===== config.mk =====
export PLATFORM = sky130hd
export DESIGN_NAME = usb_tx_block_sched
export DESIGN_NICKNAME = d
export VERILOG_FILES = /design/src/rtl/usb_tx_pkg.sv /design/src/rtl/usb_blk_credit.sv /design/src/rtl/usb_tx_block_sched.sv
export SDC_FILE = /design/constraint.sdc
export NUM_CORES = 1
export LEC_CHECK = 0
export ABC_AREA = 1
export ABC_CLOCK_PERIOD_IN_PS = 5700
export CAP_MARGIN = 20
export CORE_MARGIN = 2
export CORE_UTILIZATION = 58
export DETAILED_ROUTE_END_ITERATION = 8
export PLACE_DENSITY = 0.95
export SLEW_MARGIN = 20
export SYNTH_ARGS = -nofsm -noshare
export SYNTH_HDL_FRONTEND = slang
export SYNTH_HIERARCHICAL = 1
export SYNTH_SLANG_ARGS = --single-unit

===== constraint.sdc =====
create_clock -name clk -period 5.7 [get_ports clk]
set_input_delay 1.14 -clock clk [delete_from_list [all_inputs] [get_ports clk]]
set_output_delay 1.14 -clock clk [all_outputs]
set_load 0.01 [all_outputs]

===== src/rtl/usb_tx_pkg.sv =====
// Shared types and constants for the USB tx block scheduler.
package usb_tx_pkg;
    typedef enum logic [1:0] {IDLE, CAM, STS, PAD} state_t;

    localparam logic [7:0] PAD_BYTE = 8'h00;
    localparam int STS_BYTES = 4;

    localparam int ERR_UNDERFLOW = 0;
    localparam int ERR_STRAY     = 1;
    localparam int ERR_SOF       = 2;
endpackage


===== src/rtl/usb_blk_credit.sv =====
// Saturating count of complete blocks sitting in the tx FIFO; drives the
// block-throttled pipe's ready flag and flags host drains with nothing buffered.
module usb_blk_credit #(
    parameter int MAX = 16,
    parameter int CW  = $clog2(MAX + 1)
) (
    input  logic          clk,
    input  logic          rst,
    input  logic          inc,
    input  logic          dec,
    output logic [CW-1:0] count,
    output logic          ready,
    output logic          underflow
);
    logic [CW-1:0] count_nxt;
    logic          underflow_nxt;

    always_comb begin
        count_nxt     = count;
        underflow_nxt = underflow;
        if (inc && !dec) begin
            if (count != CW'(MAX)) count_nxt = count + CW'(1);
        end else if (dec && !inc) begin
            if (count == '0) underflow_nxt = 1'b1;
            else             count_nxt     = count - CW'(1);
        end
    end

    // ready is registered from the next count so the synchroniser sees a clean flop output
    always_ff @(posedge clk or posedge rst) begin
        if (rst) begin
            count     <= '0;
            ready     <= 1'b0;
            underflow <= 1'b0;
        end else begin
            count     <= count_nxt;
            ready     <= (count_nxt != '0);
            underflow <= underflow_nxt;
        end
    end
endmodule


===== src/rtl/usb_tx_block_sched.sv =====
// Packs camera frames and status words into whole zero-padded blocks for the
// PC-bound tx FIFO and tracks how many complete blocks are buffered.
module usb_tx_block_sched
    import usb_tx_pkg::*;
#(
    parameter int BLOCK_BYTES = 1024,
    parameter int FRAME_BYTES = 102240,
    parameter int FIFO_BYTES  = 16384
) (
    input  logic        clk,
    input  logic        rst,
    input  logic        cam_valid,
    input  logic [7:0]  cam_data,
    input  logic        cam_sof,
    output logic        cam_ready,
    input  logic        sts_req,
    input  logic [31:0] sts_word,
    output logic        sts_ack,
    output logic [7:0]  fifo_din,
    output logic        fifo_wr_en,
    input  logic        fifo_full,
    input  logic        blk_strobe,
    output logic        blk_ready,
    output logic        frame_done,
    output logic [2:0]  err
);
    localparam int BW   = $clog2(BLOCK_BYTES);
    localparam int FW   = $clog2(FRAME_BYTES + 1);
    localparam int CMAX = FIFO_BYTES / BLOCK_BYTES;
    localparam int CW   = $clog2(CMAX + 1);

    localparam logic [BW-1:0] BLK_LAST = BW'(BLOCK_BYTES - 1);
    localparam logic [FW-1:0] FRM_LAST = FW'(FRAME_BYTES - 1);
    localparam logic [1:0]    STS_LAST = 2'(STS_BYTES - 1);

    state_t        state, state_nxt;
    logic [BW-1:0] blk_cnt;
    logic [FW-1:0] frm_cnt;
    logic [31:0]   sts_reg;
    logic [1:0]    sts_idx;
    logic          from_cam;
    logic          err_stray, err_sof;

    logic          blk_last, blk_wrap;
    logic          sts_take, cam_start, stray, sof_err, frame_fin;
    logic [CW-1:0] credits;
    logic          underflow;

    assign blk_last = (blk_cnt == BLK_LAST);
    assign blk_wrap = fifo_wr_en && blk_last;

    always_comb begin
        state_nxt  = state;
        cam_ready  = 1'b0;
        fifo_wr_en = 1'b0;
        fifo_din   = PAD_BYTE;
        sts_take   = 1'b0;
        cam_start  = 1'b0;
        stray      = 1'b0;
        sof_err    = 1'b0;
        frame_fin  = 1'b0;
        case (state)
            IDLE: begin
                // sof byte is left on the bus and taken in the first CAM cycle
                if (sts_req) begin
                    sts_take  = 1'b1;
                    state_nxt = STS;
                end else if (cam_valid && cam_sof) begin
                    cam_start = 1'b1;
                    state_nxt = CAM;
                end else if (cam_valid) begin
                    cam_ready = 1'b1;
                    stray     = 1'b1;
                end
            end
            CAM: begin
                cam_ready = !fifo_full;
                if (cam_valid && !fifo_full) begin
                    fifo_wr_en = 1'b1;
                    fifo_din   = cam_data;
                    sof_err    = cam_sof && (frm_cnt != '0);
                    if (frm_cnt == FRM_LAST) begin
                        if (blk_last) begin
                            state_nxt = IDLE;
                            frame_fin = 1'b1;
                        end else begin
                            state_nxt = PAD;
                        end
                    end
                end
            end
            STS: begin
                if (!fifo_full) begin
                    fifo_wr_en = 1'b1;
                    fifo_din   = sts_reg[31:24];
                    if (sts_idx == STS_LAST) state_nxt = PAD;
                end
            end
            PAD: begin
                if (!fifo_full) begin
                    fifo_wr_en = 1'b1;
                    if (blk_last) begin
                        state_nxt = IDLE;
                        frame_fin = from_cam;
                    end
                end
            end
            default: state_nxt = IDLE;
        endcase
    end

    always_ff @(posedge clk or posedge rst) begin
        if (rst) begin
            state      <= IDLE;
            blk_cnt    <= '0;
            frm_cnt    <= '0;
            sts_reg    <= '0;
            sts_idx    <= '0;
            from_cam   <= 1'b0;
            sts_ack    <= 1'b0;
            frame_done <= 1'b0;
            err_stray  <= 1'b0;
            err_sof    <= 1'b0;
        end else begin
            state      <= state_nxt;
            sts_ack    <= sts_take;
            frame_done <= frame_fin;
            // block size is a power of two, so natural overflow is the wrap
            if (fifo_wr_en) blk_cnt <= blk_cnt + BW'(1);
            if (cam_start)
                frm_cnt <= '0;
            else if (state == CAM && fifo_wr_en)
                frm_cnt <= frm_cnt + FW'(1);
            if (sts_take) begin
                sts_reg <= sts_word;
                sts_idx <= '0;
            end else if (state == STS && fifo_wr_en) begin
                sts_reg <= {sts_reg[23:0], 8'h00};
                sts_idx <= sts_idx + 2'd1;
            end
            if (state_nxt == PAD && state != PAD) from_cam <= (state == CAM);
            if (stray)   err_stray <= 1'b1;
            if (sof_err) err_sof   <= 1'b1;
        end
    end

    usb_blk_credit #(.MAX(CMAX), .CW(CW)) u_credit (
        .clk       (clk),
        .rst       (rst),
        .inc       (blk_wrap),
        .dec       (blk_strobe),
        .count     (credits),
        .ready     (blk_ready),
        .underflow (underflow)
    );

    always_comb begin
        err                = '0;
        err[ERR_UNDERFLOW] = underflow;
        err[ERR_STRAY]     = err_stray;
        err[ERR_SOF]       = err_sof;
    end
endmodule


==> metrics, run 1 <==
kind of critical path=in2out; clock root buffer=clkbuf_8; initial cell density of the core=roughly three fifths; fin nets=a little over 600; post-synthesis register bit count=75; Post-synth EDFFs=0; cells after synthesis=between 500 and 600; share of layout cells above drive strength 1=8.99%; Leak=2.31 nW; Worst-Margin Slew=around 0.86 ns; Relative slew margins=a little over two fifths; cts hold-fix bufs=0; I/O Buffers=62; Synth Flop Type=dfrtp_1; post-cts resize count=0; antenna violations before repair=0; Worst VDD drop=approximately 210 uV; clock latency on the worst-skew pair=0.35 ns; GRT Total Usage=27.5%; most numerous cell on the critical path=clkdlybuf4s50_1; Cell Chain, Critical Path=clkdlybuf4s50_1 -> inv_1 -> o21ai_1 -> a21oi_4 -> clkdlybuf4s50_1; Buf/Inv on CP=3; router iterations before antenna repair=4; DR vias=3719; chip width=88.2 um; Reg-to-Reg Start=state[0]; H-tree levels=3; CP endpoint kind=output pin; gr ovfl total=0; worst path required time=between 4 and 5 ns; DR WL/cell=14.9 um; Critical-path top delay cell=clkdlybuf4s50_1; area growth from synthesis to layout=20.8%; family with the most delay on the worst path=buffers and inverters; CP Launch Type=primary input; area of the multi-input gates=0.00193 mm2; TritonCTS clock tree=done; Final period util=between 70 and 80%; cts bufs inserted=9; Core ar.=roughly 0.007 mm2; Post CTS Setup Buffer Count=0; vias per inst=5.61; Critical Path AT=3.19 ns; reg2reg end=from_cam; vias in the first global route=around 3.6k; RSZ-0062 raised after global routing=false; # IOs=63; syn nets=around 560; hold path depth=1; Clock Sinks=75; Seq/Total Area, Yosys=45.7%; Die Span Y=88.2 um; Final Hold Violating Endpoints=0; Seq. cell area=0.00188 mm2; top cell type's share of synthesized area=45.7%; Final Instance Count excl. Fillers=663; Worst Hold Endpoint=blk_cnt[7]; Reg clk slew, reported paths=0.08 ns; asr flop ratio synth=100%; Max clock buf depth=2; Rows=30; top-count cell post-synth=nand2_1; Layout fillers=around 490; main area contributors after synthesis=dfrtp_1, nand2_1, nand3_1; Yosys top cell by area=dfrtp_1; synth cell count leaders=nand2_1, dfrtp_1, nor2_1; dpl cells=647; total negative slack=0 ns; post-route ant nets=0; gp weighted congestion=0.907; first-pass GRT wire length=16500 um; max FFs per register=32; HP Class=reg2reg; Avg Cell Area, Syn=8.16 um2; # diodes=0; DP HPWL=7110 um; Max Clock Skew=0.0111 ns; Distinct cells, synth=39; max-cap viol count=0; synthesized cell area=0.00411 mm2; pwr dens=438 mW/mm2; Tmin final=4.33 ns; status=complete, no violations; final hold slack=0.476 ns; crit-path max FO=11; Max Clock Freq=0.231 GHz; Slew Limit Fails=0; 1st-iter DRT viols=367; DRC Markers=0; hold path start=blk_cnt[7]; final WL=9880 um; largest net degree at the start of global routing=69; Yosys warnings=6; critical path's largest stage delay=approximately 0.60 ns; r2r setup slk=2.53 ns; final setup violation count=0; die footprint=0.00778 mm2; Power Total=~2.2 mW; worst reg2reg path depth=8
cell type report:
class	count	share of cell area [%]
inverters	55	4.16
clock buffers	9	2.50
repair buffers	64	12.8
flip-flops and latches	75	37.8
multi-input cells	357	38.8
well taps	96	2.42
clock inverters	7	1.51
per-layer routing:
| layer | GRT usage [%] | vias up | routed length, um |
|---|---|---|---|
| met1 | 35.4 | 1790 | 4110 |
| met4 | 8.95 | 0 | 139 |
| met2 | 47.2 | 131 | 5110 |
| met3 | 5.09 | 13 | 518 |
| li1 | - | 1785 | - |
| met5 | 0 | - | 0 |
kinds of logic after synthesis:
logic type / Yosys count / share of synthesized area [%]
compound gates: 63 / 9.95
xor+xnor: 14 / 2.98
fa+ha+maj: 10 / 3.04
buf+inv: 72 / 7.49
flops: 75 / 45.7
mux: 1 / 0.244
simple gates: 269 / 30.6
power breakdown:
part | internal [mW] | switching, mW
Clock | 0.205 | 0.216
Combinational | 0.342 | 0.541
Sequential | 0.720 | 0.150
Total | 1.27 | 0.907
through the flow:
stage          util [%]  cell area, um2  setup slack (ns)
2_1_floorplan         -            4110              2.78
3_3_place_gp       69.7            4760              1.42
3_5_place_dp       69.7            4760              1.38
4_1_cts            72.7            4960              1.38
5_1_grt            72.7            4960              1.25
6_report           72.7            4960              1.37
worst max path at each step:
stage,from,to,slack [ns],cells past startpoint
4_1_cts,fifo_full,fifo_wr_en,1.38,5
5_1_grt,fifo_full,fifo_wr_en,1.25,5
2_1_floorplan,fifo_full,fifo_din[0],2.78,4
3_3_place_gp,fifo_full,fifo_wr_en,1.42,5
6_report,fifo_full,fifo_wr_en,1.37,5
3_5_place_dp,fifo_full,fifo_wr_en,1.38,5
placed cells by master (no fill, tap or decap), types with 3 or more instances in the layout:
cell type,instances
clkdlybuf4s50_1,62
dfrtp_1,75
nor4_1,4
inv_2,7
o21ai_0,9
o22ai_1,9
inv_1,47
clkbuf_8,9
a21oi_1,25
o31ai_1,4
nor2_2,3
o31ai_2,5
nand2_1,94
nand2_4,5
xor2_1,10
nor3_1,25
a211oi_1,3
xnor2_1,4
nand3_1,50
nand2_2,4
nor2_1,64
nand4_1,12
nor2_4,3
ha_1,10
Note: power is estimated with default switching activity, not from simulation.
==> run 2, diff against run 1 <==
--- a/config.mk
+++ b/config.mk
@@ -6,12 +6,12 @@
 export NUM_CORES = 1
 export LEC_CHECK = 0
 export ABC_AREA = 1
-export ABC_CLOCK_PERIOD_IN_PS = 5700
+export ABC_CLOCK_PERIOD_IN_PS = 4300
 export CAP_MARGIN = 20
 export CORE_MARGIN = 2
-export CORE_UTILIZATION = 58
+export CORE_UTILIZATION = 54
 export DETAILED_ROUTE_END_ITERATION = 8
-export PLACE_DENSITY = 0.95
+export PLACE_DENSITY = 0.91
 export SLEW_MARGIN = 20
 export SYNTH_ARGS = -nofsm -noshare
 export SYNTH_HDL_FRONTEND = slang
==> constraint.sdc (replaced) <==
create_clock -name clk -period 4.3 [get_ports clk]
set_input_delay 0.86 -clock clk [delete_from_list [all_inputs] [get_ports clk]]
set_output_delay 0.86 -clock clk [all_outputs]
set_load 0.01 [all_outputs]
==> metrics, run 2 (synthesized netlist as in run 1, its figures left out) <==
Cell Chain, Critical Path=clkdlybuf4s50_1 -> inv_1 -> nand3_1 -> a21oi_1 -> clkdlybuf4s50_1; Die Span Y=91.2 um; most common cell after layout, fill and taps aside=nand2_1; Clock Sinks=75; largest net degree at the start of global routing=36; kind of critical path=in2out; commonest non-fill, non-tap cells in the layout=nand2_1, dfrtp_1, nor2_1; H-tree levels=3; Core ar.=0.00733 mm2; area of the multi-input gates=0.00193 mm2; vias in the first global route=~3.7k; TritonCTS clock tree=done; Max Clock Freq=between 0.2 and 0.3 GHz; # diodes=0; CP Launch Type=primary input; max-cap viol count=0; antenna violations before repair=0; final setup violation count=0; reg2reg end=u_credit/ready; RSZ-0062 raised after global routing=false; I/O Buffers=62; Worst-Margin Slew=0.718 ns; Worst VDD drop=300 uV; gp weighted congestion=0.960; most numerous cell on the critical path=clkdlybuf4s50_1; post-route ant nets=0; status=complete, no violations; Max Clock Skew=0.0101 ns; cts hold-fix bufs=0; worst path required time=3.44 ns; total negative slack=0 ns; critical path's largest stage delay=0.56 ns; post-cts resize count=0; Slew Limit Fails=0; pwr dens=580 mW/mm2; crit path to=fifo_din[1]; 1st-iter DRT viols=~280; DR vias=3706; DP HPWL=between 7000 and 8000 um; Cell Area, Placed=0.00479 mm2; clock root buffer=clkbuf_8; gr ovfl total=0; Final period util=a little over four fifths; DR WL/cell=14.6 um; worst reg2reg path depth=14; Final Hold Violating Endpoints=0; cts bufs inserted=9; area growth from synthesis to layout=21.5%; Layout fillers=550; post-route cell area=0.00499 mm2; r2r setup slk=~1.4 ns; Critical path origin=fifo_full; DRC Markers=0; GRT Total Usage=25.2%; Reg-to-Reg Start=state[0]; router iterations before antenna repair=6; crit-path max FO=11; Post CTS Setup Buffer Count=0; initial cell density of the core=56.1%; Max clock buf depth=2; chip width=91.2 um; die footprint=0.00833 mm2; Seq. cell area=0.00188 mm2; Critical-path top delay cell=clkdlybuf4s50_1; # IOs=63; HP Class=reg2reg; vias per inst=5.55; CP endpoint kind=output pin; clock latency on the worst-skew pair=roughly 0.36 ns; first-pass GRT wire length=about 17000 um; Reg clk slew, reported paths=~0.070 ns; Leak=approximately 2.3 nW; Rows=31; final WL=~9700 um; share of layout cells above drive strength 1=approximately a tenth; Relative slew margins=52.1%; fin nets=622; Tmin final=roughly 3.6 ns; Critical Path AT=roughly 2.7 ns; max FFs per register=32
-- run 2: metrics by stage --
| stage | cells | hold slack, ns | power [mW] | util (%) | setup slack (ns) |
|---|---|---|---|---|---|
| after floorplan | 504 | 0.435 | 2.00 | - | 1.73 |
| after global placement | 653 | 0.447 | 2.26 | 65.4 | 0.768 |
| after detailed placement | 653 | 0.449 | 2.33 | 65.4 | 0.744 |
| after CTS | 668 | 0.468 | 2.90 | 68.1 | 0.741 |
| after global routing | 668 | 0.503 | 3.11 | 68.1 | 0.642 |
| final | 668 | 0.461 | 2.90 | 68.1 | 0.718 |
-- run 2: where the power goes --
part / total [mW] / switching (mW) / leakage (nW) / internal, mW
sequential: 1.14 / 0.186 / 0.928 / 0.955
combinational: 1.20 / 0.732 / 1.29 / 0.466
clock: 0.558 / 0.263 / 0.0974 / 0.295
-- run 2: worst min-delay path by stage --
stage                                   from                  to  slack [ns]  depth (start not counted)
final                              err_stray           err_stray        0.46                          2
after global placement    u_credit/underflow  u_credit/underflow        0.45                          2
after detailed placement           err_stray           err_stray        0.45                          2
after CTS                          err_stray           err_stray        0.47                          2
after global routing             sts_reg[30]         sts_reg[30]        0.50                          2
after floorplan                    err_stray           err_stray        0.43                          2
-- run 2: worst max-delay path, delay by kind of cell --
kind	cells	cell delay, ns
buffers and inverters	3	1.49
and+or+nand+nor	1	0.16
AOI/OAI and AO/OA	1	0.20
-- run 2: routing by layer --
metal / GRT usage [%] / up-vias / part of all wire [%]
met5: 0 / - / 0
met4: 9.47 / 0 / 2.5
met3: 6.64 / 22 / 7.5
met2: 40.5 / 162 / 47
met1: 32.9 / 1728 / 43
li1: - / 1794 / -
-- run 2: final cells by class --
type | instances | area share [%]
well taps | 99 | 2.48
repair buffers | 67 | 13.2
clock inverters | 4 | 1.00
clock buffers | 11 | 3.03
flip-flops and latches | 75 | 37.6
inverters | 55 | 4.14
multi-input cells | 357 | 38.6
